[src/rtl/mac_ctrl_pkg.sv]
// mac_ctrl_pkg: sequencer states plus the array instruction and dataflow mode encodings
package mac_ctrl_pkg;
   typedef enum logic [2:0] {IDLE, LOAD_W, GAP, EXEC, DRAIN, NEXT, DONE} state_t;
   localparam logic [1:0] INST_IDLE = 2'b00;
   localparam logic [1:0] INST_LOAD = 2'b01;
   localparam logic [1:0] INST_EXEC = 2'b10;
   localparam logic MODE_WS = 1'b0;
   localparam logic MODE_OS = 1'b1;
endpackage

[src/rtl/mac_ctrl_addr_gen.sv]
// mac_ctrl_addr_gen: registers the SRAM read request and delays inst_w to meet the read data
module mac_ctrl_addr_gen import mac_ctrl_pkg::*; #(
   parameter int addr_bw = 11
) (
   input  logic               clk,
   input  logic               reset,
   input  logic               ld,
   input  logic [addr_bw-1:0] base,
   input  logic [addr_bw-1:0] idx,
   input  logic [1:0]         inst,
   output logic               rd_en,
   output logic [addr_bw-1:0] rd_addr,
   output logic [1:0]         inst_w
);
   always_ff @(posedge clk) begin
      if (reset) begin
         rd_en <= 1'b0;
         rd_addr <= '0;
         inst_w <= INST_IDLE;
      end else begin
         rd_en <= ld;
         rd_addr <= ld ? base + idx : rd_addr;
         inst_w <= inst;
      end
   end
endmodule

[src/rtl/mac_array_ctrl.sv]
// mac_array_ctrl: per-kij scheduler of weight load, activation stream and drain for the 8x8 MAC array
module mac_array_ctrl import mac_ctrl_pkg::*; #(
   parameter int row = 8,
   parameter int col = 8,
   parameter int addr_bw = 11,
   parameter int kij_bw = 4,
   parameter int nij_bw = 6
) (
   input  logic               clk,
   input  logic               reset,
   input  logic               start,
   input  logic               mode,
   input  logic [kij_bw-1:0]  num_kij,
   input  logic [nij_bw-1:0]  num_nij,
   input  logic [addr_bw-1:0] w_base,
   input  logic [addr_bw-1:0] x_base,
   input  logic [col-1:0]     valid,
   output logic               rd_en,
   output logic [addr_bw-1:0] rd_addr,
   output logic [1:0]         inst_w,
   output logic               sel_mode,
   output logic               ofifo_wr,
   output logic               busy,
   output logic               done,
   output logic               err
);
   localparam int cw = $clog2(col);
   localparam int dw = $clog2(2 * (row + col) + (1 << nij_bw));
   state_t state;
   logic [cw-1:0] i;
   logic [nij_bw-1:0] j, vcnt, nnij;
   logic [kij_bw-1:0] kij, nkij;
   logic [addr_bw-1:0] wb, xb, wk, base, idx;
   logic [dw-1:0] dcnt;
   logic [1:0] inst;
   logic cfg_bad, go, more, ld_w, ld_x, wd, d_end, unused_valid;
   assign unused_valid = ^valid[col-2:0];
   assign busy = state != IDLE;
   assign ofifo_wr = busy & valid[col-1];
   assign cfg_bad = num_kij == '0 || num_nij == '0;
   assign go = state == IDLE && start && !cfg_bad;
   assign more = state == NEXT && kij != nkij;
   assign wk = wb + addr_bw'(kij) * addr_bw'(col);
   // The request below describes next cycle's read, so the registered address lines up with the state.
   assign ld_w = (go && mode == MODE_WS) || (state == LOAD_W && i != cw'(col - 1)) || (more && sel_mode == MODE_WS);
   assign ld_x = (go && mode == MODE_OS) || state == GAP || (state == EXEC && j != nnij - 1'b1) || (more && sel_mode == MODE_OS);
   assign idx = state == LOAD_W ? addr_bw'(i) + 1'b1 : state == EXEC ? addr_bw'(j) + 1'b1 : '0;
   assign base = ld_w ? (state == IDLE ? w_base : wk) : (state == IDLE ? x_base : xb);
   assign inst = state == LOAD_W ? INST_LOAD : state == EXEC ? INST_EXEC : (state == DRAIN && sel_mode == MODE_OS) ? INST_LOAD : INST_IDLE;
   assign wd = dcnt == dw'(2 * (row + col)) + dw'(nnij) - 1'b1;
   assign d_end = sel_mode == MODE_OS ? (vcnt == nij_bw'(row) || dcnt == dw'(row + col - 1)) : vcnt == nnij;
   always_ff @(posedge clk) begin
      if (reset) begin
         state <= IDLE;
         {i, j, kij, vcnt, dcnt} <= '0;
         {nkij, nnij, wb, xb} <= '0;
         sel_mode <= MODE_WS;
         done <= 1'b0;
         err <= 1'b0;
      end else begin
         done <= state == DONE;
         vcnt <= busy && valid[col-1] ? vcnt + 1'b1 : vcnt;
         case (state)
            IDLE: if (start) begin
               {nkij, nnij, wb, xb, sel_mode} <= {num_kij, num_nij, w_base, x_base, mode};
               err <= cfg_bad;
               {i, j, kij, vcnt} <= '0;
               state <= cfg_bad ? DONE : mode == MODE_OS ? EXEC : LOAD_W;
            end
            LOAD_W: begin
               i <= i + 1'b1;
               state <= i == cw'(col - 1) ? GAP : LOAD_W;
            end
            GAP: begin
               j <= '0;
               state <= EXEC;
            end
            EXEC: begin
               j <= j + 1'b1;
               dcnt <= '0;
               state <= j == nnij - 1'b1 ? DRAIN : EXEC;
            end
            DRAIN: begin
               dcnt <= dcnt + 1'b1;
               err <= err | (wd && !d_end);
               if (d_end || wd) begin
                  kij <= kij + 1'b1;
                  vcnt <= '0;
                  state <= NEXT;
               end
            end
            NEXT: begin
               i <= '0;
               j <= '0;
               state <= kij == nkij ? DONE : sel_mode == MODE_OS ? EXEC : LOAD_W;
            end
            default: state <= IDLE;
         endcase
      end
   end
   mac_ctrl_addr_gen #(.addr_bw(addr_bw)) u_addr_gen (
      .clk(clk),
      .reset(reset),
      .ld(ld_w | ld_x),
      .base(base),
      .idx(idx),
      .inst(inst),
      .rd_en(rd_en),
      .rd_addr(rd_addr),
      .inst_w(inst_w)
   );
endmodule

[config.mk]
export PLATFORM = sky130hd
export DESIGN_NAME = mac_array_ctrl
export DESIGN_NICKNAME = d
export VERILOG_FILES = /design/src/rtl/mac_ctrl_pkg.sv /design/src/rtl/mac_ctrl_addr_gen.sv /design/src/rtl/mac_array_ctrl.sv
export SDC_FILE = /design/constraint.sdc
export NUM_CORES = 1
export LEC_CHECK = 0
export BUFFER_PORTS_ARGS = -buffer_cell sky130_fd_sc_hd__buf_2
export CORE_UTILIZATION = 30
export DETAILED_ROUTE_END_ITERATION = 8
export SLEW_MARGIN = 10
export SYNTH_ARGS = -nofsm -noshare
export SYNTH_HDL_FRONTEND = slang
export SYNTH_SLANG_ARGS = --single-unit
[constraint.sdc]
create_clock -name clk -period 8.5 [get_ports clk]
set_clock_uncertainty 0.1 [all_clocks]
set_input_delay 1.7 -clock clk [delete_from_list [all_inputs] [get_ports clk]]
set_output_delay 1.7 -clock clk [all_outputs]
set_load 0.05 [all_outputs]
==> run_results.csv <==
group,metric,value,unit
final_layout,fin_cells,787,
cts,cts_setup_buffers,0,
cts,clockRootBuffer,"clkbuf_16",
synth,synth.area.top_cells,"dfxtp_1 (34%), nand2_1 (7.7%), a21oi_1 (7.2%)",
cts,htreeDepth,3,
setup_path,end_kind,"register",
setup_path,max_stage_delay,0.52,ns
final_layout,n_antenna_cell,0,
global_routing,grt_pass1_vias,3884,
die,start_util,0.310,
job,maxCapViolCount,0,
global_routing,grt_usage,0.149,
final_layout,drive_gt1_frac,0.149,
timing,min_period,5.35,ns
timing,slew_violations,0,
place,placed_cell_area,4950,µm²
detailed_routing,detail_route.vias_per_cell,5.17,
cts,cts_buffers,9,
outcome,status,"complete, but fails checks",
power_and_ir_drop,p_per_area,242,nW/µm²
cts,clock_sinks,78,
detailed_routing,first_pass_iters,7,
timing,relSlewSlack,0.473,
detailed_routing,post-route-drc-count,4,
synth,synth.cell_area,4540,µm²
detailed_routing,routed_wl,11.3,mm
cts,holdBufCountCts,0,
synth,avgSynthCellArea,8.13,µm²
synth,netlist.area_leader.share,0.344,
timing,setup_tns,0,ns
detailed_routing,ant_nets,0,
place,place_hpwl,8.11,mm
die,core-area,14600,µm²
global_routing,grt-ovfl-total,0,
place,place.gp.congestion,0.842,
place,dp.cells,771,
cts,clkLatencyLatePin,0.33,ns
die,die_x,125,µm
outcome,violations,"DRC",
detailed_routing,drt_iter0_markers,275,
final_layout,final_area,5220,µm²
setup_path,cp_slowest_cell,"or4b_1",
timing,hold_viol,0,
synth,yosysWarnings,0,
cts,cts_resized,0,
final_layout,nets,663,
cts,cts_buffer_depth,2,
worst_hold_path,hold_class,"register to register",
global_routing,antenna_found_initial,0,
setup_path,crit_chain,"buf_2 -> or4b_1 -> a2111oi_4 -> nor3_2 -> buf_4 -> mux4_2 -> ha_1 -> fa_1 -> a21o_1 -> a21oi_1 -> nor2b_1 -> o31a_1 -> o211ai_2 -> nand3b_1 -> xor2_1 -> a22o_1",
timing,maxClockFrequency,0.187,GHz
cts,clkSlewWorstSetupHoldPaths,0.06,ns
detailed_routing,routedWlPerCell,14.3,µm
synth,synth_edf_count,0,
cts,cts_tree,"built",
die,num_rows,44,
setup_path,path_class,"input port to register",
die,io_pins,63,
synth,syn_inst,559,
synth,ys_seq_elements,78,
die,die_h,125,µm
global_routing,grt_pass1_wl,19.0,mm
place,port_buffers,55,
setup_path,cp.arrival,5.47,ns
global_routing,grt_max_degree,75,
power_and_ir_drop,ir_drop,118,µV
final_layout,final_util,0.357,
synth,yosysTopAreaCell,"dfxtp_1",
synth,ys_async_sr_fraction,0,
synth,syn-num-nets,624,
final_layout,syn_to_final_growth,14.9,%
timing,worst_pin_slew,0.791,ns
die,die_area,15600,µm²
synth,ys_types,60,
timing,rsz0062_at_grt,"no",
detailed_routing,vias,4067,
synth,yosysSeqAreaShare,0.344,
final_layout,layout_common_cells,"nand2_1 (93), dfxtp_1 (78), a21oi_1 (65)",
timing,setup_viol,0,
power_and_ir_drop,leakage,2.08,nW
timing,fin_crit_sh,0.629,
setup_path,worstPathRequired,8.62,ns
setup_path,crit_path_max_fanout,21,
setup_path,critPathLaunchType,"input port",
final_layout,layout_commonest_cell,"nand2_1",
synth,ys.flop_type,"dfxtp_1",
[where the power goes]
group / switching (mW) / total, mW / internal, mW
registers: 0.0412 / 0.449 / 0.408
logic: 0.298 / 0.465 / 0.167
clock network: 0.148 / 0.352 / 0.203
total: 0.488 / 1.27 / 0.778
[registers in the layout (all words and copies together) (netlist names), 2 cells and up]
register            count
wb                     11
i                       3
dcnt                    7
nkij                    4
nnij                    6
state                   3
kij                     4
vcnt                    6
u_addr_gen.rd_addr     11
u_addr_gen.inst_w       2
j                       6
xb                     11
[cells in the mapped netlist (7+ instances only)]
master,n
clkbuf_1,24
nor2_1,53
mux2i_1,15
nand3_1,10
o21ai_0,14
nor4_1,7
nor3_1,17
inv_1,11
nand2_1,93
xor2_1,16
xnor2_1,29
ha_1,19
nor2b_1,8
a21oi_1,65
dfxtp_1,78
[final timing paths]
kind                            startpoint                endpoint  slack (ns)  cells past startpoint
worst max-delay path                 start  u_addr_gen.rd_addr[10]        3.15                     16
worst min-delay path                 xb[2]                   xb[2]        0.35                      2
worst max register to register    state[2]  u_addr_gen.rd_addr[10]        3.95                     15
worst min register to register       xb[2]                   xb[2]        0.35                      2
[per-layer routing]
metal / up-vias / track usage / share of wire
met4: 0 / 0.0567 / 0.017
met1: 1904 / 0.203 / 0.49
li1: 2048 / - / -
met5: - / 0 / 0
met2: 102 / 0.242 / 0.45
met3: 13 / 0.0158 / 0.043
[kinds of logic (layout without fill, tap and decap cells)]
logic type	Yosys count	after routing	synth area share
adders and majority gates	21	21	0.0611
AOI/OAI and AO/OA	121	121	0.164
DFF	78	78	0.344
xor gates and xnor gates	46	46	0.0917
muxes	21	21	0.0603
buffers and inverters	44	88	0.0394
and+or+nand+nor	228	228	0.240
[layout make-up]
cell class	instances	area (µm²)
Multi-Input combinational cell	437	2800
Clock buffer	11	243
Timing Repair Buffer	60	313
Fill cell	1545	9420
Tap cell	184	230
Clock inverter	5	25.0
Inverter	12	45.0
Sequential cell	78	1560
[stage by stage]
step	power, mW	setup slack [ns]	hold slack, ns
floorplan	0.813	3.10	0.333
global placement	0.910	2.91	0.338
detailed placement	0.922	2.86	0.348
CTS	1.28	3.21	0.356
global route	1.34	3.00	0.373
finish	1.27	3.15	0.353
[critical path: cells and delay by family]
| family | cells | cell delay, ns |
|---|---|---|
| muxes | 1 | 0.32 |
| adders and majority gates | 2 | 0.64 |
| xor gates and xnor gates | 1 | 0.07 |
| AOI/OAI and AO/OA | 6 | 1.51 |
| buffers and inverters | 2 | 0.37 |
| and+or+nand+nor | 4 | 0.85 |
No activity file was read; power rests on OpenSTA's default activity.
